**src/rtl/fetch_queue.sv**
```systemverilog
// fetch_queue: owns the fetch PC, issues imem word requests, buffers
// returned words for decode. Define FETCH_PERF_EN for perf counters.
module fetch_queue #(
  parameter int DWIDTH = 32,
  parameter int AWIDTH = 32,
  parameter logic [AWIDTH-1:0] RESET_PC = 32'h0100_0000,
  parameter int FIFO_DEPTH = 2
) (
  input  logic              clk,
  input  logic              rst,
  output logic              imem_req_valid_o,
  input  logic              imem_req_ready_i,
  output logic [AWIDTH-1:0] imem_req_addr_o,
  input  logic              imem_rsp_valid_i,
  input  logic [DWIDTH-1:0] imem_rsp_data_i,
  input  logic              redirect_i,
  input  logic [AWIDTH-1:0] redirect_pc_i,
  output logic              dec_valid_o,
  input  logic              dec_ready_i,
  output logic [AWIDTH-1:0] pc_o,
  output logic [DWIDTH-1:0] insn_o
`ifdef FETCH_PERF_EN
  ,
  output logic [31:0]       perf_fetch_cnt_o,
  output logic [31:0]       perf_bubble_cnt_o
`endif
);

  localparam int PW = (FIFO_DEPTH > 1) ? $clog2(FIFO_DEPTH) : 1;
  localparam int CW = PW + 1;
  // drop can grow across back-to-back redirects; keep headroom
  localparam int DW = PW + 4;

  typedef enum logic [1:0] {
    BOOT,
    RUN,
    DRAIN
  } state_t;

  typedef struct packed {
    logic [AWIDTH-1:0] pc;
    logic [DWIDTH-1:0] insn;
  } entry_t;

  state_t state;
  state_t state_nx;

  logic [AWIDTH-1:0] fpc;
  logic [CW-1:0]     live;
  logic [DW-1:0]     drop;
  logic [DW-1:0]     drop_nx;

  entry_t            fifo [FIFO_DEPTH];
  logic [PW-1:0]     rd;
  logic [PW-1:0]     wr;
  logic [CW-1:0]     cnt;

  logic [AWIDTH-1:0] tag [FIFO_DEPTH];
  logic [PW-1:0]     trd;
  logic [PW-1:0]     twr;

  logic [CW:0]       used;
  logic              credit_ok;
  logic              acc;
  logic              stale;
  logic              fresh;
  logic              push;
  logic              pop;
  logic              unused_pc_lsb;

  assign unused_pc_lsb = ^redirect_pc_i[1:0];

  assign used      = {1'b0, cnt} + {1'b0, live};
  assign credit_ok = used < (CW+1)'(FIFO_DEPTH);

  assign imem_req_valid_o = (state != BOOT) && credit_ok;
  assign imem_req_addr_o  = fpc;

  assign acc   = imem_req_valid_o && imem_req_ready_i;
  assign stale = imem_rsp_valid_i && (drop != '0);
  assign fresh = imem_rsp_valid_i && (drop == '0);
  assign push  = fresh && !redirect_i;
  assign pop   = dec_valid_o && dec_ready_i && !redirect_i;

  assign dec_valid_o = (cnt != '0);
  assign pc_o        = fifo[rd].pc;
  assign insn_o      = fifo[rd].insn;

  // stale-response budget: redirect turns every outstanding request stale
  always_comb begin
    drop_nx = drop;
    if (redirect_i) begin
      drop_nx = drop + DW'(live) + DW'(acc)
              - DW'(imem_rsp_valid_i);
    end else if (stale) begin
      drop_nx = drop - 1'b1;
    end
  end

  // next state: leave BOOT after one cycle, DRAIN while stale work remains
  always_comb begin
    state_nx = state;
    unique case (state)
      BOOT:       state_nx = RUN;
      RUN, DRAIN: state_nx = (drop_nx != '0) ? DRAIN : RUN;
      default:    state_nx = BOOT;
    endcase
  end

  // fetch PC, credit and state registers
  always_ff @(posedge clk or negedge rst) begin
    if (!rst) begin
      state <= BOOT;
      fpc   <= RESET_PC;
      live  <= '0;
      drop  <= '0;
    end else begin
      state <= state_nx;
      drop  <= drop_nx;
      if (redirect_i) begin
        fpc  <= {redirect_pc_i[AWIDTH-1:2], 2'b00};
        live <= '0;
      end else begin
        if (acc) fpc <= fpc + AWIDTH'(4);
        live <= live + CW'(acc) - CW'(fresh);
      end
    end
  end

  // PC tags of live requests, consumed in order by fresh responses
  always_ff @(posedge clk or negedge rst) begin
    if (!rst) begin
      trd <= '0;
      twr <= '0;
      for (int i = 0; i < FIFO_DEPTH; i++) tag[i] <= '0;
    end else if (redirect_i) begin
      trd <= '0;
      twr <= '0;
    end else begin
      if (acc) begin
        tag[twr] <= fpc;
        twr      <= twr + 1'b1;
      end
      if (fresh) trd <= trd + 1'b1;
    end
  end

  // instruction buffer toward decode; redirect clears and voids a pop
  always_ff @(posedge clk or negedge rst) begin
    if (!rst) begin
      rd  <= '0;
      wr  <= '0;
      cnt <= '0;
      for (int i = 0; i < FIFO_DEPTH; i++) fifo[i] <= '0;
    end else if (redirect_i) begin
      rd  <= '0;
      wr  <= '0;
      cnt <= '0;
    end else begin
      if (push) begin
        fifo[wr] <= '{pc: tag[trd], insn: imem_rsp_data_i};
        wr       <= wr + 1'b1;
      end
      if (pop) rd <= rd + 1'b1;
      cnt <= cnt + CW'(push) - CW'(pop);
    end
  end

`ifndef SYNTHESIS
  // credit check must keep the buffer from overflowing
  a_no_overflow: assert property (
    @(posedge clk) disable iff (!rst)
    !(push && !pop && (cnt == CW'(FIFO_DEPTH)))
  );
`endif

`ifdef FETCH_PERF_EN
  // words delivered into the buffer, and decode-starved cycles
  always_ff @(posedge clk or negedge rst) begin
    if (!rst) begin
      perf_fetch_cnt_o  <= '0;
      perf_bubble_cnt_o <= '0;
    end else begin
      if (push) perf_fetch_cnt_o <= perf_fetch_cnt_o + 1'b1;
      if ((state != BOOT) && dec_ready_i && !dec_valid_o)
        perf_bubble_cnt_o <= perf_bubble_cnt_o + 1'b1;
    end
  end
`endif

endmodule
```
**config.mk**
```make
export PLATFORM = sky130hd
export DESIGN_NAME = fetch_queue
export DESIGN_NICKNAME = d
export VERILOG_FILES = /design/src/rtl/fetch_queue.sv
export SDC_FILE = /design/constraint.sdc
export NUM_CORES = 1
export LEC_CHECK = 0
export BUFFER_PORTS_ARGS = -buffer_cell sky130_fd_sc_hd__clkbuf_2
export CAP_MARGIN = 40
export CORE_MARGIN = 1
export CORE_UTILIZATION = 40
export CTS_CLUSTER_DIAMETER = 30
export DETAILED_ROUTE_END_ITERATION = 8
export PLACE_DENSITY = 0.65
export SLEW_MARGIN = 0
export SYNTH_ARGS = -nofsm -noshare
export SYNTH_HDL_FRONTEND = slang
export SYNTH_SLANG_ARGS = --single-unit
```
**constraint.sdc**
```tcl
create_clock -name clk -period 7.3 [get_ports clk]
set_input_delay 0.365 -clock clk [delete_from_list [all_inputs] [get_ports clk]]
set_output_delay 0.365 -clock clk [all_outputs]
set_load 0.02 [all_outputs]
```
==> results of run 1 <==
==> cell families (layout without fill, tap and decap cells) <==
group | after synthesis | count (layout) | share of synthesized area, %
adder cells (fa/ha/maj) | 17 | 17 | 2.23
AND/OR/NAND/NOR | 183 | 183 | 8.53
XOR/XNOR | 43 | 43 | 3.58
other | 1 | 4 | 0.0356
buffers and inverters | 71 | 291 | 3.30
multiplexers | 217 | 217 | 22.8
flip-flops | 229 | 229 | 54.4
AO/OA/AOI/OAI | 104 | 104 | 5.10
==> what timing repair did <==
item	CTS	global route
hold endpoints to repair	83	0
endpoints found under the setup margin	0	0
hold buffers	1	0
==> sequential cells by signal, summed over array words and instances (netlist names) <==
signal           flops
live                 2
tag                 60
rd                   1
state                2
trd                  1
wr                   1
imem_req_addr_o     30
fifo               124
cnt                  2
drop                 5
twr                  1
==> metal layers <==
metal	GRT usage, %	vias to the layer above	routed length, µm
met4	5.93	2	434
met5	0	-	13
met2	29.3	136	11400
met1	24.6	3489	10900
met3	3.54	34	981
li1	-	3387	-
==> critical path: cells and delay by family, from the launching register on <==
kind,cells,cell delay (ns)
fa+ha+maj,3,1.05
flops,1,0.42
buf+inv,2,0.26
simple gates,3,1.15
compound gates,3,0.74
xor+xnor,1,0.13
==> cell usage in the layout (no fill, tap or decap), types with 14 or more instances in the layout <==
cell type	count
dfrtp_1	226
clkbuf_2	160
mux2_2	133
nor2_1	71
a21oi_1	64
clkbuf_16	55
mux2_1	52
nand2_1	45
mux2i_1	32
xor2_1	28
o21ai_1	28
inv_1	18
nand3_1	15
xnor2_1	15
ha_1	14
==> layout make-up <==
cell class                 count  area, µm²
clock buffer                  77       1570
timing repair buffer         175        981
tap                          335        419
multi-input combinational    568       4480
fill                        2250      12400
sequential                   229       5740
inverter                      19       76.3
clock inverter                20        256
==> power groups by stage <==
stage / clock (W) / combinational [W] / sequential [W]
finish: 0.00236 / 0.00152 / 0.00190
global route: 0.00247 / 0.00167 / 0.00196
floorplan: 0 / 0.00112 / 0.00186
detailed placement: 0 / 0.00152 / 0.00192
global placement: 0 / 0.00149 / 0.00191
CTS: 0.00240 / 0.00154 / 0.00190
==> worst max path at each step <==
stage,to,from,cells past startpoint,slack (ns)
3_3_place_gp,state[0],live[0],12,3.47
3_5_place_dp,state[0],live[0],12,3.44
2_1_floorplan,state[1],live[0],13,3.94
6_report,state[0],live[0],12,3.42
5_1_grt,state[0],live[0],12,3.14
4_1_cts,state[0],live[0],12,3.43
==> through the flow <==
stage | hold slack (ns) | instances | util [%] | area [µm²]
3_5_place_dp | 0.412 | 1325 | 45.1 | 11700
5_1_grt | 0.0290 | 1423 | 52.2 | 13500
4_1_cts | 0.0146 | 1423 | 52.2 | 13500
2_1_floorplan | 0.0694 | 868 | - | 10500
6_report | 0.0219 | 1423 | 52.2 | 13500
3_3_place_gp | 0.402 | 1321 | 44.8 | 11600
==> flow_summary.toml, run 1 <==
[clock_tree]
cts_resized = 0
clk_pin_slew_worst_paths_ns = 0.04
htree_num_levels = 2
postCtsSetupRepairBufs = 0
cts.sinks = 229
clockRootBuffer = "clkbuf_16"
cts_tree = "built"
cts_inserted_buffers = 53
insertion_delay_ns = 0.53
cts_buffer_depth = 3

[pwr]
ir_worst_vdd_uv = 204
p_total_w = 0.00577
p_sw_w = 0.00173
p_int_w = 0.00404
power_frac_seq_pct = 32.9
p_sw_share_pct = 30.0
combPwrFrac_pct = 26.3
leakage_nw = 6.48
clkPwrFrac_pct = 40.8
p_per_area_nw_per_um2 = 427

[logic_synthesis]
synth_area_leaders = "dfrtp_1 (54%), mux2_2 (14%), mux2_1 (5.6%)"
synth-edff-count = 0
synth_common_cells = "dfrtp_1 (228), mux2_2 (133), nor2_1 (71), a21oi_1 (64), mux2_1 (52)"
ys.flop_type = "dfrtp_1"
ys_seq_elements = 229
synth_top_area_cell = "dfrtp_1"
syn_area_per_cell_um2 = 12.2
synthCells = 865
synth.most_common_cell = "dfrtp_1"
synth_area_um2 = 10500
synthArstFlopShare_pct = 100
synth.top_cell.area_share_pct = 54.2
yosysWarnings = 0
seq_area_frac_synth_pct = 54.4
ys_types = 51

[final_layout]
syn_to_final_growth_pct = 28.4
drive_gt1_share_pct = 37.7
fin_nets = 1133
diodes = 0

[global_routing]
grt_max_degree = 87
grt_usage_pct = 18.2
overflow = 0
grt_pass1_wl_um = 38300
grt_antenna_before_repair = 1
grt_pass1_vias = 7197

[die]
fp.dieW_um = 164
start_util_pct = 40.7
die_area_um2 = 27000
rows = 59
coreArea_um2 = 25900
fp.dieH_um = 164
boundaryPins = 168

[timing]
rsz0062_at_grt = "false"
tightest_slew_ns = 0.838
slew_viol_final = 0
clock_skew_ns = 0.0176
min_period_over_period_pct = 53.1
setup_viol_count_final = 0
relSlewSlack_pct = 44.1
min_period_ns = 3.88
hold_viol = 0
fmax_mhz = 258
setup_tns_ns = 0
fin_ws_ns = 3.42

[worst_setup_path]
max_stage_delay_ns = 0.80
cp-start-kind = "register"
regToRegStartpoint = "live[0]"
worstPathCellList = "and2_1 -> fa_1 -> or4b_1 -> clkinv_4 -> fa_1 -> inv_1 -> fa_1 -> nand2b_1 -> a21oi_1 -> xnor2_1 -> o21ai_0 -> o41ai_1"
worst-path-max-fanout = 8
slowest_stage = "or4b_1"
crit_arrival_ns = 4.27
r2r-end = "state[0]"
reg2reg_slack_ns = 3.42
r2r_cells = 12
crit_type = "reg2reg"
crit_path_frequent_cell = "fa_1"
required_ns = 7.69
endpoint_kind = "register"

[drt]
routed_via_density = 4.95
dr.pass1.iters = 6
drc = 0
wl_per_cell_um = 16.7
ant_nets = 0
drt_iter0_drc = 335
finalWirelength_um = 23700
vias = 7048

[worst_hold_path]
min_path_cells = 3
hp-start = "redirect_pc_i[24]"
whs_endpoint = "imem_req_addr_o[24]"
hp-class = "in2reg"

[place]
port-buffer-count = 161
dp_slack_ns = 3.44
globalplace.congestion = 0.786
hpwl_um = 15200

[run]
cap_viol_max_count = 0

[outcome]
status = "finished clean"
(Power assumes the default switching activity.)
==> run 2: changes to the inputs <==
==> constraint.sdc (replaced) <==
create_clock -name clk -period 3.6 [get_ports clk]
set_input_delay 0.18 -clock clk [delete_from_list [all_inputs] [get_ports clk]]
set_output_delay 0.18 -clock clk [all_outputs]
set_load 0.02 [all_outputs]
==> flow_summary.toml, run 2 (synthesis gave the netlist of run 1 again) <==
[final_layout]
largest-register = "fifo"
drive_gt1_share_pct = 36.2
final_cell_mix = "dfrtp_1 (226), clkbuf_2 (160), mux2_2 (133)"
largest_reg_flops = 124
fin_cells = 1489
syn_to_final_growth_pct = 34.7
finalInstanceArea_um2 = 14200
layout_commonest_cell = "dfrtp_1"
nFillCells = 2244
fin_nets = 1199
diodes = 0

[timing]
min_period_ns = 3.39
rsz0062_at_grt = "false"
clock_skew_ns = 0.0153
tightest_slew_ns = 0.865
min_period_over_period_pct = 94.2
setup_viol_count_final = 0
fmax_mhz = 295
relSlewSlack_pct = 42.3
hold_viol = 0
slew_viol_final = 0
setup_tns_ns = 0

[drt]
wl_per_cell_um = 16.6
wl_met2_um = 11900
wl_met3_um = 974
ant_nets = 0
routed_via_density = 5.00
drc = 0
drt_iter0_drc = 339
drt-met1-wl_um = 11200
highest_layer = "met4"
finalWirelength_um = 24800
vias = 7443
dr.pass1.iters = 4

[global_routing]
grt_max_degree = 110
grt_pass1_wl_um = 39900
grt_usage_pct = 18.9
overflow = 0
grt_antenna_before_repair = 0
grt_pass1_vias = 7737

[pwr]
ir_worst_vdd_uv = 523
leakage_nw = 6.75
p_per_area_nw_per_um2 = 832

[worst_setup_path]
crit_arrival_ns = 3.80
path_delay_family = "adder cells"
path_buf_inv = 2
worst-path-max-fanout = 3
max_stage_delay_ns = 0.58
endpoint_kind = "register"
required_ns = 4.01
slowest_stage = "or4b_4"
worstPathCellList = "and2_1 -> fa_1 -> or4b_4 -> clkinv_4 -> fa_1 -> inv_1 -> fa_1 -> nand2b_1 -> a21oi_1 -> xnor2_1 -> o21ai_0 -> o311a_1"
cp-start-kind = "register"
crit_path_frequent_cell = "fa_1"
crit_type = "reg2reg"

[place]
place_area_um2 = 11700
dp_cells = 1329
port-buffer-count = 161
hpwl_um = 15800
globalplace.congestion = 0.767

[die]
boundaryPins = 168
fp.dieH_um = 164
fp.dieW_um = 164
die_area_um2 = 27000
start_util_pct = 40.7
rows = 59
coreArea_um2 = 25900

[clock_tree]
insertion_delay_ns = 0.54
cts_buffer_depth = 3
cts_tree = "built"
htree_num_levels = 2
cts.sinks = 229
cts_inserted_buffers = 52
clockRootBuffer = "clkbuf_16"
clk_pin_slew_worst_paths_ns = 0.04

[worst_hold_path]
hp-class = "in2reg"

[outcome]
status = "finished clean"

[run]
cap_viol_max_count = 0
run 2: timing repair:
action                                  in CTS  in global routing
hold buffers                                64                  0
buffers inserted                             0                  0
gates resized for setup                      0                  1
endpoints found under the setup margin       0                  2
hold endpoints to repair                   200                  0
run 2: final cells by class:
class                      instances  area (µm²)  share of cell area (%)
multi-input combinational        568        4490                    31.6
clock buffer                      73        1530                    10.8
tap                              335         419                    2.95
timing repair buffer             242        1650                    11.6
clock inverter                    23         290                    2.05
inverter                          19        76.3                   0.538
sequential                       229        5740                    40.4
run 2: final timing paths:
check	start	to	slack (ns)	cells past startpoint
setup / recovery	live[0]	state[1]	0.21	12
hold / removal	redirect_i	trd	0.16	2
setup reg to reg	live[0]	state[1]	0.21	12
hold reg to reg	fifo[27]	fifo[27]	0.48	1
max in group asynchronous	rst	rd	2.30	3
min in group asynchronous	rst	fifo[25]	0.29	2
run 2: per-stage QoR:
stage	setup WS [ns]	power, W	utilization [%]	hold slack [ns]
CTS	0.165	0.0119	54.7	0.145
floorplan	0.242	0.00604	-	-0.116
global route	0.0480	0.0125	54.7	0.187
detailed placement	0.145	0.00703	45.2	0.297
global placement	0.199	0.00691	45.1	0.284
finish	0.209	0.0118	54.7	0.156
run 2: where the power goes:
| group | switching (W) | leakage, nW | internal [W] |
|---|---|---|---|
| logic | 0.00170 | 2.89 | 0.00148 |
| registers | 0.000476 | 2.97 | 0.00338 |
| clock network | 0.00141 | 0.893 | 0.00336 |
run 2: worst reg2reg max path, delay by kind of cell, from the launching register on:
kind	cells	cell delay (ns)
AO/OA/AOI/OAI	3	0.67
XOR/XNOR	1	0.13
adder cells (fa/ha/maj)	3	1.03
buffers and inverters	2	0.13
flip-flops	1	0.41
AND/OR/NAND/NOR	3	0.92
run 2: per-layer routing:
layer,up-vias,global-route usage [%]
met1,3729,24.8
met5,-,0
li1,3524,-
met2,141,30.5
met4,0,7.49
met3,49,3.94
